<file path="src/rtl/fetch_queue_pkg.sv">
// Shared constants for the fetch queue: default geometry, the main-decoder
// opcode field and the NOP word shown when the queue is empty.
package fetch_queue_pkg;

  localparam int FQ_DEPTH_DEFAULT = 4;
  localparam int FQ_XLEN_DEFAULT  = 32;

  localparam int OP_HI = 31;
  localparam int OP_LO = 26;
  localparam int OP_W  = OP_HI - OP_LO + 1;

  localparam logic [31:0] NOP = 32'h0;

  function automatic logic [OP_W-1:0] op_field(input logic [31:0] instr);
    return instr[OP_HI:OP_LO];
  endfunction

endpackage

</file>
<file path="src/rtl/fetch_queue_ram.sv">
// Entry storage for the fetch queue: one synchronous write port and one
// asynchronous read port. Contents are left unreset.
module fetch_queue_ram #(
  parameter int DEPTH = 4,
  parameter int WIDTH = 64,
  parameter int AW    = $clog2(DEPTH)
) (
  input  logic             clk,
  input  logic             we,
  input  logic [AW-1:0]    waddr,
  input  logic [WIDTH-1:0] wdata,
  input  logic [AW-1:0]    raddr,
  output logic [WIDTH-1:0] rdata
);

  logic [WIDTH-1:0] mem [DEPTH];

  always_ff @(posedge clk) begin
    if (we) begin
      mem[waddr] <= wdata;
    end
  end

  assign rdata = mem[raddr];

endmodule

</file>
<file path="src/rtl/fetch_queue.sv">
// Instruction fetch queue between fetch and decode: circular buffer with
// wrap-bit pointers, registered occupancy and a flush for redirects.
// Optional same-cycle bypass when empty: define FETCH_QUEUE_BYPASS_EN.
module fetch_queue
  import fetch_queue_pkg::*;
#(
  parameter int DEPTH = FQ_DEPTH_DEFAULT,
  parameter int XLEN  = FQ_XLEN_DEFAULT
) (
  input  logic                     clk,
  input  logic                     reset,
  input  logic                     enq_valid,
  output logic                     enq_ready,
  input  logic [XLEN-1:0]          enq_instr,
  input  logic [XLEN-1:0]          enq_pc,
  output logic                     deq_valid,
  input  logic                     deq_ready,
  output logic [XLEN-1:0]          deq_instr,
  output logic [XLEN-1:0]          deq_pc,
  output logic [OP_W-1:0]          deq_op,
  input  logic                     flush,
  output logic [$clog2(DEPTH):0]   count
);

  // Handshake: a transfer happens on a rising edge where valid && ready is
  // high (and flush is low); valid never waits on ready, and enq_ready is
  // purely !full so it does not depend on deq_ready.

  localparam int AW = $clog2(DEPTH);
  localparam int PW = AW + 1;

  logic [PW-1:0]       head;
  logic [PW-1:0]       tail;
  logic [PW-1:0]       count_q;
  logic                empty;
  logic                full;
  logic                bypass;
  logic                enq_fire;
  logic                deq_fire;
  logic [2*XLEN-1:0]   wr_data;
  logic [2*XLEN-1:0]   rd_data;

  // Equal index bits with differing wrap bits means every slot is in use.
  assign empty = (head == tail);
  assign full  = (head[AW-1:0] == tail[AW-1:0]) && (head[AW] != tail[AW]);

  always_comb begin
    bypass = 1'b0;
`ifdef FETCH_QUEUE_BYPASS_EN
    bypass = empty && enq_valid && !flush && !reset;
`endif
  end

  // A bypassed word consumed in the same cycle never touches storage.
  assign enq_fire = enq_valid && !full && !flush && !(bypass && deq_ready);
  assign deq_fire = !empty && deq_ready && !flush;

  assign wr_data = {enq_pc, enq_instr};

  fetch_queue_ram #(
    .DEPTH (DEPTH),
    .WIDTH (2 * XLEN),
    .AW    (AW)
  ) u_ram (
    .clk   (clk),
    .we    (enq_fire),
    .waddr (tail[AW-1:0]),
    .wdata (wr_data),
    .raddr (head[AW-1:0]),
    .rdata (rd_data)
  );

  always_ff @(posedge clk or posedge reset) begin
    if (reset) begin
      head    <= '0;
      tail    <= '0;
      count_q <= '0;
    end else if (flush) begin
      head    <= '0;
      tail    <= '0;
      count_q <= '0;
    end else begin
      if (enq_fire) begin
        tail <= tail + PW'(1);
      end
      if (deq_fire) begin
        head <= head + PW'(1);
      end
      case ({enq_fire, deq_fire})
        2'b10:   count_q <= count_q + PW'(1);
        2'b01:   count_q <= count_q - PW'(1);
        default: count_q <= count_q;
      endcase
    end
  end

  assign enq_ready = !full;
  assign count     = count_q;

  always_comb begin
    deq_valid = !empty || bypass;
    deq_instr = XLEN'(NOP);
    deq_pc    = '0;
    if (bypass) begin
      deq_instr = enq_instr;
      deq_pc    = enq_pc;
    end else if (!empty) begin
      deq_instr = rd_data[XLEN-1:0];
      deq_pc    = rd_data[2*XLEN-1:XLEN];
    end
  end

  // The opcode field sits at fixed bits, so XLEN must be at least 32.
  assign deq_op = op_field(deq_instr[31:0]);

endmodule

</file>
<file path="config.mk">
export PLATFORM = sky130hd
export DESIGN_NAME = fetch_queue
export DESIGN_NICKNAME = d
export VERILOG_FILES = /design/src/rtl/fetch_queue_pkg.sv /design/src/rtl/fetch_queue_ram.sv /design/src/rtl/fetch_queue.sv
export SDC_FILE = /design/constraint.sdc
export NUM_CORES = 1
export LEC_CHECK = 0
export CAP_MARGIN = 20
export CORE_MARGIN = 3
export CORE_UTILIZATION = 50
export DETAILED_ROUTE_END_ITERATION = 8
export HOLD_SLACK_MARGIN = 0.15
export PLACE_DENSITY_LB_ADDON = 0.12
export SKIP_LAST_GASP = 1
export SLEW_MARGIN = 20
export SYNTH_ARGS = -nofsm -noshare
export SYNTH_HDL_FRONTEND = slang
export SYNTH_HIERARCHICAL = 1
export SYNTH_SLANG_ARGS = --single-unit
</file>
<file path="constraint.sdc">
create_clock -name clk -period 13.1 [get_ports clk]
set_clock_uncertainty 0.15 [all_clocks]
set_input_delay 2.62 -clock clk [delete_from_list [all_inputs] [get_ports clk]]
set_output_delay 2.62 -clock clk [all_outputs]
set_load 0.05 [all_outputs]
</file>
* Word level (Yosys, flattened, before mapping)
Memory sizes are Yosys's and may differ from the RTL's.
Cells that the tools add are included.
** Word-level totals
- Memories kept :: 1
- Register bits after elaboration :: 9
- Input port bits :: 69
- Logic and storage cells :: 34
- RAM bits :: 256
- Output and inout bits :: 75
** Operators by class
- Equality and inequality tests :: 5
- $add $sub $neg :: 4
- Multiplexer cells :: 10
- Reduce and logical (&&, ||, !) cells :: 11
** Memory list
- u_ram.mem :: depth 4, bits a word 64, rd ports 1, clocked after Yosys merged registers in 0, wr ports 1, RTL line fetch_queue_ram.sv:16 : logic [WIDTH-1:0] mem [DEPTH];
** Operators with widths (count)
- $mux W32 :: 2
- $mux W3 :: 5
- $add A3 B1 Y3 const B :: 3
- $pmux W3 S2 :: 1
- $logic_and A1 B1 Y1 :: 5
- $reduce_bool A2 Y1 :: 2
- $eq A3 B3 Y1 :: 1
- $logic_not A1 Y1 :: 3
- $reduce_bool A3 Y1 :: 1
- $sub A3 B1 Y3 const B :: 1
- $eq A2 B1 Y1 const B :: 1
- $eq A2 B2 Y1 :: 1
- $eq A2 B2 Y1 const B :: 1
- $mux W1 :: 2
- $ne A1 B1 Y1 :: 1

* Depth between registers and ports, before layout
- Word-level depth :: 8
- Depth in mapped cells :: 9

* Cells and area by module
Netlist, hierarchy kept.
** Modules (own cells, without submodules)
- fetch_queue_ram :: area each 9341.5 µm², times used 1, cells each 338, sequential area each 7687.4 µm²
- fetch_queue :: area each 1248.7 µm², times used 1, cells each 158, sequential area each 225.2 µm²

* Least setup slack after synthesis
Ideal clock, no wire load.
- Path kind :: input to register
- From :: in enq_valid
- To :: mem u_ram.mem[0][0], enable pin
- Data required time :: 12.372 ns
- Cell stages on the path :: 4
- Buffers on the path :: 1
- Arrival time :: 7.913 ns
- Slack :: 4.459 ns
- Cells stage by stage :: clkbuf_1 > o31ai_2 > nor2_1 > nor3b_1
** Between the ends
- Word-level cells in the longest chain between the ends :: 4
** Ends and longest elaborated chain
- start: declaration :: RTL line fetch_queue.sv:12 : input logic enq_valid,
- $logic_and A1 B1 Y1 (2 in series) :: RTL line fetch_queue.sv:55 : assign enq_fire = enq_valid && !full && !flush && !(bypass && deq_ready);
- named net enq_fire :: RTL line fetch_queue.sv:38 : logic enq_fire;
- $mux W1 :: RTL line fetch_queue_ram.sv:19 : if (we) begin
- $mux W1 (not written as such) :: RTL line fetch_queue_ram.sv:20 : mem[waddr] <= wdata;
- end: declaration :: RTL line fetch_queue_ram.sv:16
The timed path passes the listed nets, and every way through them passes these cells.

* Worst setup path after layout
- From :: reg head[1]
- To :: out deq_pc[26]
** Between the ends
- Word-level cells in the longest chain between the ends :: 2
- Elaborated cells between the ends (all ways) :: 3
- Classes of those cells :: eq/ne: 1; mux: 1; memory: 1
** Ends and longest elaborated chain
- start: declaration :: RTL line fetch_queue.sv:32 : logic [PW-1:0] head;
- start signal: assignment :: RTL line fetch_queue.sv:87 : head <= head + PW'(1);
- $mem_v2 Z4 W64 / $eq A3 B3 Y1 (equally long branches)
- $mux W32 (*) :: RTL line fetch_queue.sv:107 : end else if (!empty) begin
- end: declaration :: RTL line fetch_queue.sv:19 : output logic [XLEN-1:0] deq_pc,
Every way passes the cells marked *; elsewhere a longest branch is shown, timed or not.

==> summary.md <==
| Metric | Value |
|---|---|
| Worst slew pin tran | between 1 and 1.5 ns |
| Setup CP Type | reg -> out |
| Top area cells in the synthesized netlist | edfxtp_1 (73%), mux4_2 (13%), and2_1 (3.8%) |
| NumNets Final | ~710 |
| Post-CTS resize count | 0 |
| WP buf/inv | 1 |
| P_leak | 4.153 nW |
| Routed WL per cell | around 21 um |
| Final TNS setup | 0 ns |
| Async set-or-reset flop fraction in the synthesized netlist | 3.396% |
| Clock Latency Late Sink | around 0.5 ns |
| M3 GR Usage | between 3 and 4% |
| Starting DRT DRC Count | approximately 220 |
| DIE HEIGHT | 151.5 um |
| Mapped Cells | about 500 |
| CTS tree | built |
| Routed WL | 19290 um |
| Area after DPL | 12160 um^2 |
| Initial antenna violation count | 2 |
| Grt peak-use layer | met2 |
| CP delay by family, top | simple AND/OR/NAND/NOR gates |
| Peak fanout along the critical path | between 60 and 70 |
| Clock Tree Buf Depth | 3 |
| Worst rel slew slack | 30.63% |
| Ratio of cells with drive above 1 in the final layout | approximately 17% |
| Status | complete, no violations |
| Remaining Overflow, GRT | 0 |
| Final instance area | between 10000 and 15000 um^2 |
| Hold crit path type | reg -> reg |
| Antenna viol nets, final | 0 |
| Commonest register cell after synthesis | edfxtp_1 |
| CP max stage cell | dfrtp_4 |
| PD cells | about 190 nW/um^2 |
| Clk slew on worst S/H paths | approximately 0.060 ns |
| Avg Cell Area, Syn | around 21 um^2 |
| Cell taking the most area after synthesis | edfxtp_1 |
| Final HPWL DP | 10930 um |
| Fillers | approximately 1500 |
| Worst-case vdd ir drop | around 140 uV |
| Port Buf Inserts | 143 |
| Post-synth EDFFs | 256 |
| GPL Wtd Cong | 0.8139 |
| Fin crit share | between 50% and 60% |
| Largest net degree at the start of global routing | slightly below 70 |
| Setup violations, final | 0 |
| CP arrival | roughly 4.0 ns |
| Detailed-route DRC error count | 0 |
| GR Util met1 | a little under a quarter |
| Number of global-route vias before repair | between 5000 and 6000 |
| Gr usage total | 16.92% |
| GRT met2 Usage | between 20% and 30% |
| Sink Count | between 200 and 300 |
| Vias per cell | between 5 and 6 |
| RSZ-0062 raised after global routing | false |
| Worst path required time | 10.33 ns |
| First-pass GRT wire length | ~30000 um |
| Startpoint types | flop |
| # hold bufs at CTS | 0 |
| Post-Syn Nets | 568 |
| Core Util, Final | 63.43% |
| Seq cells post-synth | roughly 270 |
| Core area | about 20000 um^2 |
| Area grow syn2layout | 22.76% |
| Max incr delay on CP | roughly 1.1 ns |
| R2r setup slk | between 9 and 10 ns |
| DIE AREA | around 23000 um^2 |
| Setup bufs post-CTS | 0 |
| Hold Vio Cnt, Final | 0 |
| Initial DRT Pass Iterations | 4 |
| Initial Util | 51.67% |
| Die width | approximately 150 um |
| Sequential area share after synthesis | 74.72% |
| Area of the mapped netlist | roughly 11000 um^2 |
| Ports | between 100 and 150 |
| MaxCap Viol Count | 0 |
| Total CTS buffers | 26 |
| Site Rows | 52 |
| Number of H-tree levels | 1 |
| Minimum clock period | just under 7 ns |
| Crit end category | output port |
| Yosys cell types | 49 |
| Final Slew Violations | 0 |
| Area fraction of the dominant cell type after synthesis | roughly 73% |
| Crit path cell chain | xor2_2 > nor2_1 > nand2_4 > and2_1 > clkdlybuf4s50_1 |
| YS warnings | 6 |
| Root buf cell | clkbuf_16 |
| Via count | about 5000 |
| Max Clk Rate | about 0.15 GHz |
[metrics by stage]
step	std cells	total power, mW	setup slack, ns	hold WS, ns
2_1_floorplan	496	1.574	4.459	0.4109
3_3_place_gp	883	1.779	6.488	0.4331
3_5_place_dp	883	1.786	6.779	0.4474
4_1_cts	929	2.511	6.221	0.4661
5_1_grt	930	2.576	6.007	0.4857
6_report	930	2.477	6.334	0.4645
[kinds of logic after synthesis]
group / synth area share [%]
buf+inv: 2.599
flops: 74.72
fa+ha+maj: 0.4253
simple gates: 5.955
mux: 14.14
compound gates: 1.359
xor+xnor: 0.8034
[area by class of cell]
cell class	instances	area, um^2	area share [%]
clock inverter	13	137.6	1.059
clock buffer	33	698.2	5.371
tap	270	337.8	2.599
multi-input combinational	198	2427	18.67
inverter	2	7.507	0.05775
sequential	265	7920	60.92
timing repair buffer	148	1469	11.30
antenna	1	2.502	0.01925
[power by group]
part           internal [mW]  leakage, nW  switching, mW
combinational          0.291         1.30          0.474
clock                  0.434        0.408          0.285
sequential             0.961         2.44         0.0315
total                   1.69         4.15          0.791
[worst paths after layout]
check	start	endpoint	cells after the start
max in group asynchronous	reset	head[1]$_DFFE_PP0P_	2
min reg2reg	tail[2]$_DFFE_PP0P_	tail[2]$_DFFE_PP0P_	2
max reg2reg	head[1]$_DFFE_PP0P_	count[1]$_DFFE_PP0P_	7
min	tail[2]$_DFFE_PP0P_	tail[2]$_DFFE_PP0P_	2
max	head[1]$_DFFE_PP0P_	deq_pc[26]	5
min in group asynchronous	reset	count[2]$_DFFE_PP0P_	2
[per-layer routing]
layer | part of all wire [%] | up-vias
met1 | 43 | 2646
met3 | 5.3 | 25
met2 | 50 | 137
met5 | 0.067 | -
met4 | 1.6 | 2
li1 | - | 2305
[worst register-to-register path: stages, from the launching register on]
cell	delay, ns
dfrtp_4	1.10
xor2_2	0.33
o31ai_1	0.59
a211oi_1	0.14
fa_1	0.52
nand2b_1	0.11
a311o_1	0.39
a221oi_2	0.27
[registers in the layout, summed over array words and instances, names as in the netlist]
| name | cells |
|---|---|
| count | 3 |
| head | 3 |
| tail | 3 |
| u_ram/mem | 256 |
[synth_stat cells, types with 3 or more instances]
master and count:
buf_4 6, and2_1 64, o311ai_0 3, nand2_1 4, edfxtp_1 256, mux4_2 60
nand2b_1 3, mux2i_1 3, xor2_1 5, nor3b_1 3, buf_2 12, and3b_1 3
nor2_1 10, mux4_1 4, buf_12 6, clkbuf_1 4, dfrtp_1 9
[placed cells by master (no fill, tap or decap), drive strengths merged, types with 4 or more instances in the layout]
cell type,count
clkinv,9
xor2,7
clkdlybuf4s50,143
clkbuf,33
dfrtp,9
and2,64
edfxtp,256
o311ai,5
mux4,64
buf,5
nor2,10
nand2,4
(Power assumes the default switching activity.)
